==> src/rtl/ysyx_25020037_ifu_pkg.sv <==
// Shared core/SoC configuration: AXI response codes and the boot address.
// Imported by the IFU and by the SoC top, so both agree on the reset PC.
// Holds constants only; no logic lives here.
package ysyx_25020037_ifu_pkg;

  // AXI read response code for a successful access
  localparam logic [1:0]  RESP_OKAY        = 2'b00;

  // First fetch address after reset
  localparam logic [31:0] RESET_PC_DEFAULT = 32'h8000_0000;

endpackage

==> src/rtl/ysyx_25020037_ifu.sv <==
// Instruction fetch unit: holds the PC, reads one instruction over AXI4-Lite, hands it to decode.
// Latency: arvalid one cycle after wb_valid; data two cycles later with a zero-wait slave.
// Backpressure: arvalid/rready wait for the slave; ifu_valid holds until idu_ready; next fetch waits for wb_valid.
module ysyx_25020037_ifu
  import ysyx_25020037_ifu_pkg::*;
#(
  parameter logic [31:0] RESET_PC = RESET_PC_DEFAULT
) (
  input  logic        clk,
  input  logic        rst,
  output logic [31:0] araddr,
  output logic        arvalid,
  input  logic        arready,
  input  logic [31:0] rdata,
  input  logic [1:0]  rresp,
  input  logic        rvalid,
  output logic        rready,
  output logic        ifu_valid,
  input  logic        idu_ready,
  output logic [31:0] pc,
  output logic [31:0] inst,
  output logic        fetch_err,
  input  logic        wb_valid,
  input  logic [31:0] wb_npc
);

  // LAUNCH is only reachable from reset; the steady-state loop is AR -> R -> HOLD -> WB.
  typedef enum logic [2:0] {
    S_LAUNCH = 3'd0,
    S_AR     = 3'd1,
    S_R      = 3'd2,
    S_HOLD   = 3'd3,
    S_WB     = 3'd4
  } state_t;

  state_t      state_q, state_n;
  logic [31:0] pc_q, pc_n;
  logic [31:0] inst_q, inst_n;
  logic        arvalid_q, arvalid_n;
  logic        rready_q, rready_n;
  logic        ifu_valid_q, ifu_valid_n;
  logic        err_q, err_n;

  // araddr and pc are the same register: the address stays stable until the next redirect.
  assign araddr    = pc_q;
  assign pc        = pc_q;
  assign arvalid   = arvalid_q;
  assign rready    = rready_q;
  assign ifu_valid = ifu_valid_q;
  assign inst      = inst_q;
  assign fetch_err = err_q;

  // Next-state and next-output logic; every register holds its value unless a handshake fires.
  always_comb begin
    state_n     = state_q;
    pc_n        = pc_q;
    inst_n      = inst_q;
    arvalid_n   = arvalid_q;
    rready_n    = rready_q;
    ifu_valid_n = ifu_valid_q;
    err_n       = err_q;
    case (state_q)
      S_LAUNCH: begin
        arvalid_n = 1'b1;
        state_n   = S_AR;
      end
      S_AR: begin
        if (arvalid_q && arready) begin
          arvalid_n = 1'b0;
          rready_n  = 1'b1;
          state_n   = S_R;
        end
      end
      S_R: begin
        if (rvalid && rready_q) begin
          inst_n      = rdata;
          rready_n    = 1'b0;
          ifu_valid_n = 1'b1;
          // A misaligned-PC flag from the redirect survives an OKAY response.
          err_n       = err_q | (rresp != RESP_OKAY);
          state_n     = S_HOLD;
        end
      end
      S_HOLD: begin
        if (ifu_valid_q && idu_ready) begin
          ifu_valid_n = 1'b0;
          state_n     = S_WB;
        end
      end
      S_WB: begin
        // pc stays put until write-back answers, since decode still reads it.
        if (wb_valid) begin
          pc_n      = {wb_npc[31:2], 2'b00};
          err_n     = (wb_npc[1:0] != 2'b00);
          arvalid_n = 1'b1;
          state_n   = S_AR;
        end
      end
      default: begin
        state_n = S_LAUNCH;
      end
    endcase
  end

  // State and output registers with asynchronous reset to the boot state.
  always_ff @(posedge clk or posedge rst) begin
    if (rst) begin
      state_q     <= S_LAUNCH;
      pc_q        <= RESET_PC;
      inst_q      <= 32'h0;
      arvalid_q   <= 1'b0;
      rready_q    <= 1'b0;
      ifu_valid_q <= 1'b0;
      err_q       <= 1'b0;
    end else begin
      state_q     <= state_n;
      pc_q        <= pc_n;
      inst_q      <= inst_n;
      arvalid_q   <= arvalid_n;
      rready_q    <= rready_n;
      ifu_valid_q <= ifu_valid_n;
      err_q       <= err_n;
    end
  end

endmodule

==> config.mk <==
export PLATFORM = sky130hd
export DESIGN_NAME = ysyx_25020037_ifu
export DESIGN_NICKNAME = d
export VERILOG_FILES = /design/src/rtl/ysyx_25020037_ifu_pkg.sv /design/src/rtl/ysyx_25020037_ifu.sv
export SDC_FILE = /design/constraint.sdc
export NUM_CORES = 1
export LEC_CHECK = 0
export ABC_AREA = 1
export CAP_MARGIN = 25
export CORE_MARGIN = 1.5
export CORE_UTILIZATION = 35
export DETAILED_ROUTE_END_ITERATION = 16
export GPL_TIMING_DRIVEN = 0
export PLACE_DENSITY = 0.75
export SETUP_SLACK_MARGIN = 0.3
export SKIP_CTS_REPAIR_TIMING = 1
export SYNTH_ARGS = -nofsm -noshare
export SYNTH_HDL_FRONTEND = slang
export SYNTH_SLANG_ARGS = --single-unit
==> constraint.sdc <==
create_clock -name clk -period 2.35 [get_ports clk]
set_input_delay 0.3525 -clock clk [delete_from_list [all_inputs] [get_ports clk]]
set_output_delay 0.3525 -clock clk [all_outputs]
set_load 0.05 [all_outputs]
==> flow_summary.toml, run 1 <==
[outcome]
status = "complete, no violations"

[finish]
drive_gt1_share_pct = 12.4
area_growth_pct = 68.0
final_common_cell = "clkdlybuf4s50_1"
final_cell_mix = "clkdlybuf4s50_1 (165), nand2_1 (149), dfrtp_1 (68)"
num_antenna_cells = 0
final_nets = 614

[sta]
final-setup-viol-count = 0
final.setup_skew_ns = 0.0116
fmax_mhz = 500
finalHoldViolCount = 0
relSlewSlack_pct = 63.9
period_needed_ns = 2.00
finalCritPeriodShare_pct = 85.1
maxSlewViolCount = 0
tns_ns = 0
worst_slew_pin_slew_ns = 0.540
rsz0062_at_grt = "false"
fin_ws_ns = 0.351

[routing]
drc = 0
vias_per_cell = 4.37
antenna_left = 0
routed_wl_mm = 8.12
drtPass1Iterations = 4
dr.first_iter.drc_count = 88
wl_per_cell_um = 12.5
via_count = 2847

[die]
die_height_um = 96.5
io_pins = 172
start_util_pct = 36.7
die_w_um = 96.5
row_count = 33
core-area_um2 = 8340
die_area_um2 = 9310

[clock_tree]
htreeDepth = 3
clock_latency_ns = 0.33
clk_path_buf_depth = 2
cts-buffers-inserted = 9
clock-sinks = 69
cts_root_buf = "clkbuf_8"
cts_tree = "built"
path_clk_slew_ns = 0.08

[logic_synthesis]
ys_seq_elements = 69
synthTopCellsByArea = "dfrtp_1 (56%), nand2_1 (18%), buf_4 (9.1%), inv_1 (4.9%), o21ai_0 (4.7%)"
synth_area_leader_cell = "dfrtp_1"
syn_inst = 359
synth_cell_type_count = 21
syn_area_per_cell_um2 = 8.52
ys_warn_count = 0
synth_top_area_share_pct = 55.6
netlist_area_um2 = 3060
ys_seq_area_share_pct = 56.5

[worst_hold_path]
hold_path_class = "input pin to async pin"

[worst_setup_path]
cp-start-kind = "flip-flop"
reg2reg_from = "state_q[0]"
cp-end-kind = "output port"
reg2reg_depth = 5
crit_arrival_ns = 1.65
r2r_slack_ns = 0.88
worstPathRequired_ns = 2.00
r2r-end = "araddr[5]"
critPathKind = "flip-flop to output port"
cp_max_fo = 3

[placement]
dp_hpwl_mm = 6.29
port_buffers = 167
pre_cts_slack_ns = 0.575
globalplace.congestion = 0.805

[global_routing]
met3_usage_pct = 4.77
antenna_found_initial = 0
grt_pass1_wl_mm = 12.5
grt_overflow = 0
grt.total_usage_pct = 17.5
grt_max_degree = 36
grt_pass1_vias = 2668
use_met2_pct = 29.8
use_met1_pct = 21.5
busiest_layer = "met2"

[pwr]
cellInternalPower_mw = 4.16
ir_worst_vdd_mv = 0.640
cellLeakagePower_nw = 2.59
pwr-share-clk_pct = 12.3
powerDensity_nw_per_um2 = 1640
switching_share_pct = 50.7
netSwitchingPower_mw = 4.28
combPwrFrac_pct = 63.0
pwr-share-seq_pct = 24.7

[run]
cap_violations = 0
how the worst max path moves through the flow:
stage | to | slack, ns | cells after the start | start
2_1_floorplan | inst[0] | 0.92 | 6 | rready
3_3_place_gp | state_q[1] | 0.38 | 2 | rst
3_5_place_dp | pc[31] | 0.58 | 2 | araddr[31]
4_1_cts | pc[31] | 0.20 | 2 | araddr[31]
5_1_grt | pc[21] | 0.30 | 2 | araddr[21]
6_report | pc[5] | 0.35 | 2 | araddr[5]
cell families after synthesis:
family | after synthesis | synth area share, %
compound gates | 36 | 5.89
buf+inv | 87 | 16.1
other cells | 1 | 0.123
flops | 69 | 56.5
simple gates | 166 | 21.4
cells in the mapped netlist:
cell / number
nor2_2: 2
nand3_2: 1
buf_2: 3
clkbuf_1: 3
inv_1: 40
nand3_1: 4
buf_6: 3
dfrtp_1: 68
o21ai_0: 29
nor2_1: 6
nand2_2: 1
nor2_4: 1
or2_1: 1
a21oi_1: 2
dfstp_2: 1
conb_1: 1
nand2_1: 149
nand3b_1: 1
o21ai_1: 5
buf_4: 37
inv_2: 1
worst max-delay path, cell delays in order, from the launching register on:
cell	delay, ns
dfrtp_1	0.40
buf_4	0.12
clkdlybuf4s50_1	0.80
state kept, by name, summed over array words and instances, names as in the netlist:
register   flops
araddr        30
arvalid        1
fetch_err      1
ifu_valid      1
inst          32
rready         1
state_q        3
power groups by stage:
| stage | clock network [mW] | logic (mW) | registers [mW] |
|---|---|---|---|
| after global routing | 1.13 | 5.61 | 2.16 |
| final | 1.04 | 5.32 | 2.09 |
| after detailed placement | 0 | 5.35 | 2.11 |
| after floorplan | 0 | 1.85 | 3.79 |
| after global placement | 0 | 5.28 | 2.08 |
| after CTS | 1.08 | 5.36 | 2.09 |
per-stage QoR:
stage	std cells	power, mW	hold WS [ns]	instance area [um2]	util, %
floorplan	362	5.64	0.463	3070	-
CTS	652	8.53	0.450	5130	61.6
finish	652	8.44	0.457	5140	61.6
global placement	634	7.36	0.452	4880	58.5
detailed placement	636	7.46	0.457	4920	59.0
global route	652	8.90	0.471	5140	61.6
metal layers:
metal	vias to the layer above	part of all wire, %	wire [um]
met5	-	0	0
met4	0	1.5	123
met3	11	9.2	747
met2	112	49	4010
met1	1310	40	3240
li1	1414	-	-
final cells by class:
type,instances,area (um2)
fillers,746,3200
flip-flops and latches,69,1730
repair buffers,169,1720
multi-input cells,206,851
plain buffers,46,338
inverters,41,158
well taps,105,131
clock buffers,10,128
clock inverters,6,88.8
Power figures use the tool's default switching activity.
==> run 2: changes to the inputs <==
- CTS_BUF_LIST: default -> sky130_fd_sc_hd__clkbuf_2 sky130_fd_sc_hd__clkbuf_4 sky130_fd_sc_hd__clkbuf_8
- GPL_TIMING_DRIVEN: 0 -> default
==> run 2 against run 1 <==
  * Core utilization fell by 4.6 points
  * Critical path depth fell by 1
  * Hold slack got worse by 0.024 ns
  * Flip-flop and latch count did not move
  * Non-clock buffer count fell by 44
  * Register-to-register slack got worse by 0.20 ns
==> flow_summary.toml, run 2 (same netlist as run 1, synthesis figures left out) <==
[outcome]
status = "complete, no violations"

[clock_tree]
htreeDepth = 3
clk_path_buf_depth = 2
cts_root_buf = "clkbuf_8"
cts-buffers-inserted = 9
clock_latency_ns = 0.33
clock-sinks = 69
cts_tree = "built"
path_clk_slew_ns = 0.08

[placement]
port_buffers = 167
globalplace.congestion = 0.761
dp_hpwl_mm = 5.70
pre_cts_slack_ns = 0.465

[finish]
multi_input_area_um2 = 851
final_nets = 570
final_cell_mix = "clkdlybuf4s50_1 (165), nand2_1 (149), dfrtp_1 (68)"
fillerInstances = 747
num_antenna_cells = 0
largest_reg_flops = 32
drive_gt1_share_pct = 5.57
regArea_um2 = 1730
area_growth_pct = 55.5
final_common_cell = "clkdlybuf4s50_1"

[sta]
worst_slew_pin_slew_ns = 0.550
fin_ws_ns = 0.446
rsz0062_at_grt = "false"
final.setup_skew_ns = 0.0127
fmax_mhz = 525
final-setup-viol-count = 0
period_needed_ns = 1.90
finalHoldViolCount = 0
finalCritPeriodShare_pct = 81.0
tns_ns = 0
relSlewSlack_pct = 63.2
maxSlewViolCount = 0

[worst_setup_path]
path_depth = 1
reg2reg_depth = 6
critPathKind = "flip-flop to output port"
cp-end-kind = "output port"
r2r_slack_ns = 0.68
crit_arrival_ns = 1.55
crit_slowest_cell = "clkdlybuf4s50_1"
reg2reg_from = "state_q[2]"
cp-start-kind = "flip-flop"
cp_max_fo = 3
worstPathRequired_ns = 2.00
cp_cell_sequence = "clkdlybuf4s50_1"
max_stage_delay_ns = 0.83
critPathBufInv = 1
critPathLaunch = "araddr[15]"
cp_top_family = "buffers and inverters"

[pwr]
combPwrFrac_pct = 63.0
cellInternalPower_mw = 3.68
switching_share_pct = 53.2
ir_worst_vdd_mv = 0.622
pwr-share-seq_pct = 26.6
pwr-share-clk_pct = 10.4
cellLeakagePower_nw = 2.36
powerDensity_nw_per_um2 = 1650
netSwitchingPower_mw = 4.18

[die]
start_util_pct = 36.7
die_area_um2 = 9310
die_w_um = 96.5
core-area_um2 = 8340
io_pins = 172
row_count = 33
die_height_um = 96.5

[routing]
vias_per_cell = 4.31
drc = 0
via_count = 2620
drtPass1Iterations = 4
antenna_left = 0
wl_per_cell_um = 12.0
routed_wl_mm = 7.33
dr.first_iter.drc_count = 60

[global_routing]
grt_pass1_wl_mm = 11.1
grt_max_degree = 61
grt.total_usage_pct = 15.7
antenna_found_initial = 0
grt_pass1_vias = 2430
grt_overflow = 0

[worst_hold_path]
hold_path_class = "input pin to async pin"

[run]
cap_violations = 0
run 2: layout make-up:
class / instances / share of cell area, %
clock buffers: 11 / 2.92
clock inverters: 5 / 0.631
inverters: 41 / 3.31
multi-input cells: 206 / 17.9
flip-flops and latches: 69 / 36.3
well taps: 105 / 2.76
repair buffers: 171 / 36.1
run 2: layer usage:
metal,part of all wire (%),vias to the layer above,track usage (%)
met2,49,105,27.2
li1,-,1320,-
met3,9.1,8,5.09
met1,41,1187,18.2
met4,1.0,0,5.43
met5,0,-,0
run 2: power groups by stage:
stage	logic (mW)	registers (mW)	clock network (mW)
after floorplan	1.85	3.79	0
final	4.95	2.09	0.815
after CTS	5.00	2.09	0.842
after detailed placement	4.99	2.11	0
after global routing	5.24	2.17	0.911
after global placement	4.93	2.09	0
run 2: through the flow:
step	power (mW)	instance area, um2	instances	utilization [%]	hold slack, ns
after floorplan	5.64	3070	362	-	0.463
after global placement	7.02	4580	592	54.9	0.454
after detailed placement	7.10	4580	592	54.9	0.458
after CTS	7.93	4750	608	57.0	0.444
after global routing	8.32	4760	608	57.0	0.478
final	7.86	4760	608	57.0	0.433
run 2: worst paths after layout:
path | end
max in group asynchronous | araddr[22]
worst min-delay path | inst[12]
worst max-delay path | pc[15]
worst max register to register | inst[0]
worst min register to register | inst[1]
min in group clk | inst[1]
run 2: worst register-to-register path, stage by stage, from the launching register on:
cell and delay [ns]:
dfrtp_1 0.46, nor2_2 0.19, nand2_2 0.10, nor2_4 0.29, inv_2 0.32, nand2_1 0.15
nand2_1 0.05
==> run 3: changes to the inputs <==
- PLACE_DENSITY: 0.75 -> 0.78
- clock period: 2.35 -> 1.7 ns (I/O delays scaled with it)
==> run 3 against run 2 <==
  * Cell area fell by 2.9%
  * Setup slack worse by 0.081 ns
  * Routed wire length rose by 2.3%
  * Largest power group unchanged
==> flow_summary.toml, run 3 (same netlist as run 1, synthesis figures left out) <==
[sta]
period_needed_ns = 1.34
rsz0062_at_grt = "true"
tns_ns = 0
fin_ws_ns = 0.364
finalHoldViolCount = 0
finalCritPeriodShare_pct = 78.6
final.setup_skew_ns = 0.0120
fmax_mhz = 749
final-setup-viol-count = 0
maxSlewViolCount = 0

[die]
start_util_pct = 36.7
die_area_um2 = 9310
io_pins = 172
core-area_um2 = 8340
die_w_um = 96.5
row_count = 33
die_height_um = 96.5

[pwr]
finalPower_mw = 11.0
combPwrFrac_pct = 59.0
pwr-share-seq_pct = 26.5
ir_worst_vdd_mv = 1.05
powerDensity_nw_per_um2 = 2390
cellInternalPower_mw = 5.19
netSwitchingPower_mw = 5.86
cellLeakagePower_nw = 2.51
switching_share_pct = 53.0
pwr-share-clk_pct = 14.5

[routing]
wl_per_cell_um = 12.3
via_count = 2635
vias_per_cell = 4.33
routed_wl_mm = 7.49
antenna_left = 0
dr.first_iter.drc_count = 56
drtPass1Iterations = 4
drc = 0

[global_routing]
grt.total_usage_pct = 16.2
grt_pass1_wl_mm = 11.4
grt_max_degree = 70
antenna_found_initial = 0
grt_overflow = 0
grt_pass1_vias = 2498

[clock_tree]
cts_tree = "built"
clk_path_buf_depth = 2
path_clk_slew_ns = 0.08
htreeDepth = 3
clock-sinks = 69
cts_root_buf = "clkbuf_8"
cts-buffers-inserted = 9
clock_latency_ns = 0.34

[run]
cap_violations = 0

[finish]
multi_input_area_um2 = 856
num_antenna_cells = 0
drive_gt1_share_pct = 25.4
final_nets = 571
final_common_cell = "nand2_1"
largest_reg_flops = 32
regArea_um2 = 1730
fillerInstances = 777
layout.cells.non_filler = 609
area_growth_pct = 51.0
fin_area_um2 = 4620
final_cell_mix = "nand2_1 (149), buf_4 (97), clkdlybuf4s50_1 (71)"

[placement]
pre_cts_slack_ns = 0.167
dpl-instance-area_um2 = 4350
globalplace.congestion = 0.818
placed_cells = 593
port_buffers = 167
dp_hpwl_mm = 5.64

[worst_setup_path]
critPathKind = "flip-flop to flip-flop"
cp-end-kind = "flip-flop"
cp_cell_sequence = "nor2_2, nand2_2, nor2_4, buf_6, nand2_1, nand2_1"
reg2reg_depth = 6
r2r_slack_ns = 0.36
max_stage_delay_ns = 0.46
cp_top_family = "simple AND/OR/NAND/NOR gates"
crit_arrival_ns = 1.60
reg2reg_from = "state_q[2]"
critPathBufInv = 1
r2r-end = "inst[31]"
cp-start-kind = "flip-flop"
critPathMostFrequentCell = "nand2_1"
worstPathRequired_ns = 1.97
cp_max_fo = 17
crit_slowest_cell = "dfrtp_2"

[outcome]
status = "complete, no violations"

[worst_hold_path]
hold_path_class = "input pin to async pin"
## run 3: cell types whose count changed in the layout (fill, tap and decap cells not counted), sizes merged
cell,previous run,this run
buf,4,101
bufinv,0,3
clkbuf,11,10
clkdlybuf4s50,165,71
clkinvlp,3,1
dlymetal6s2s,2,0
## run 3: power groups by stage
stage                     clock, mW  combinational [mW]  sequential (mW)
after floorplan                   0                2.56             5.25
after CTS                      1.66                6.55             2.93
final                          1.60                6.51             2.93
after global placement            0                6.46             2.91
after global routing           1.74                6.90             3.04
after detailed placement          0                6.55             2.95
## run 3: worst reg2reg max path, delay by kind of cell, from the launching register on
family        cells  cell delay, ns
simple gates      5            0.62
flops             1            0.46
buf+inv           1            0.20
## run 3: final cells by class
class / count / area share [%]
inverter: 41 / 3.52
clock buffer: 10 / 2.84
sequential: 69 / 37.5
timing repair buffer: 172 / 32.3
clock inverter: 6 / 2.44
tap: 105 / 2.84
multi-input combinational: 206 / 18.5
## run 3: routing by layer
layer | GRT usage [%] | vias up | part of all wire, %
li1 | - | 1324 | -
met1 | 17.8 | 1185 | 39
met2 | 29.0 | 113 | 50
met3 | 4.85 | 13 | 8.9
met4 | 6.88 | 0 | 1.7
met5 | 0 | - | 0
## run 3: worst max-delay path by stage
stage / from / end / cells after the start
after floorplan: rready / inst[0] / 6
after global placement: rvalid / inst[24] / 6
after detailed placement: rvalid / inst[9] / 6
after CTS: state_q[2] / inst[9] / 6
after global routing: state_q[2] / inst[27] / 6
final: state_q[2] / inst[31] / 6
## run 3: through the flow
step                utilization (%)  hold slack, ns
floorplan                         -           0.366
detailed placement             52.2           0.462
global route                   55.4           0.378
CTS                            55.1           0.375
finish                         55.4           0.376
global placement               52.2           0.458
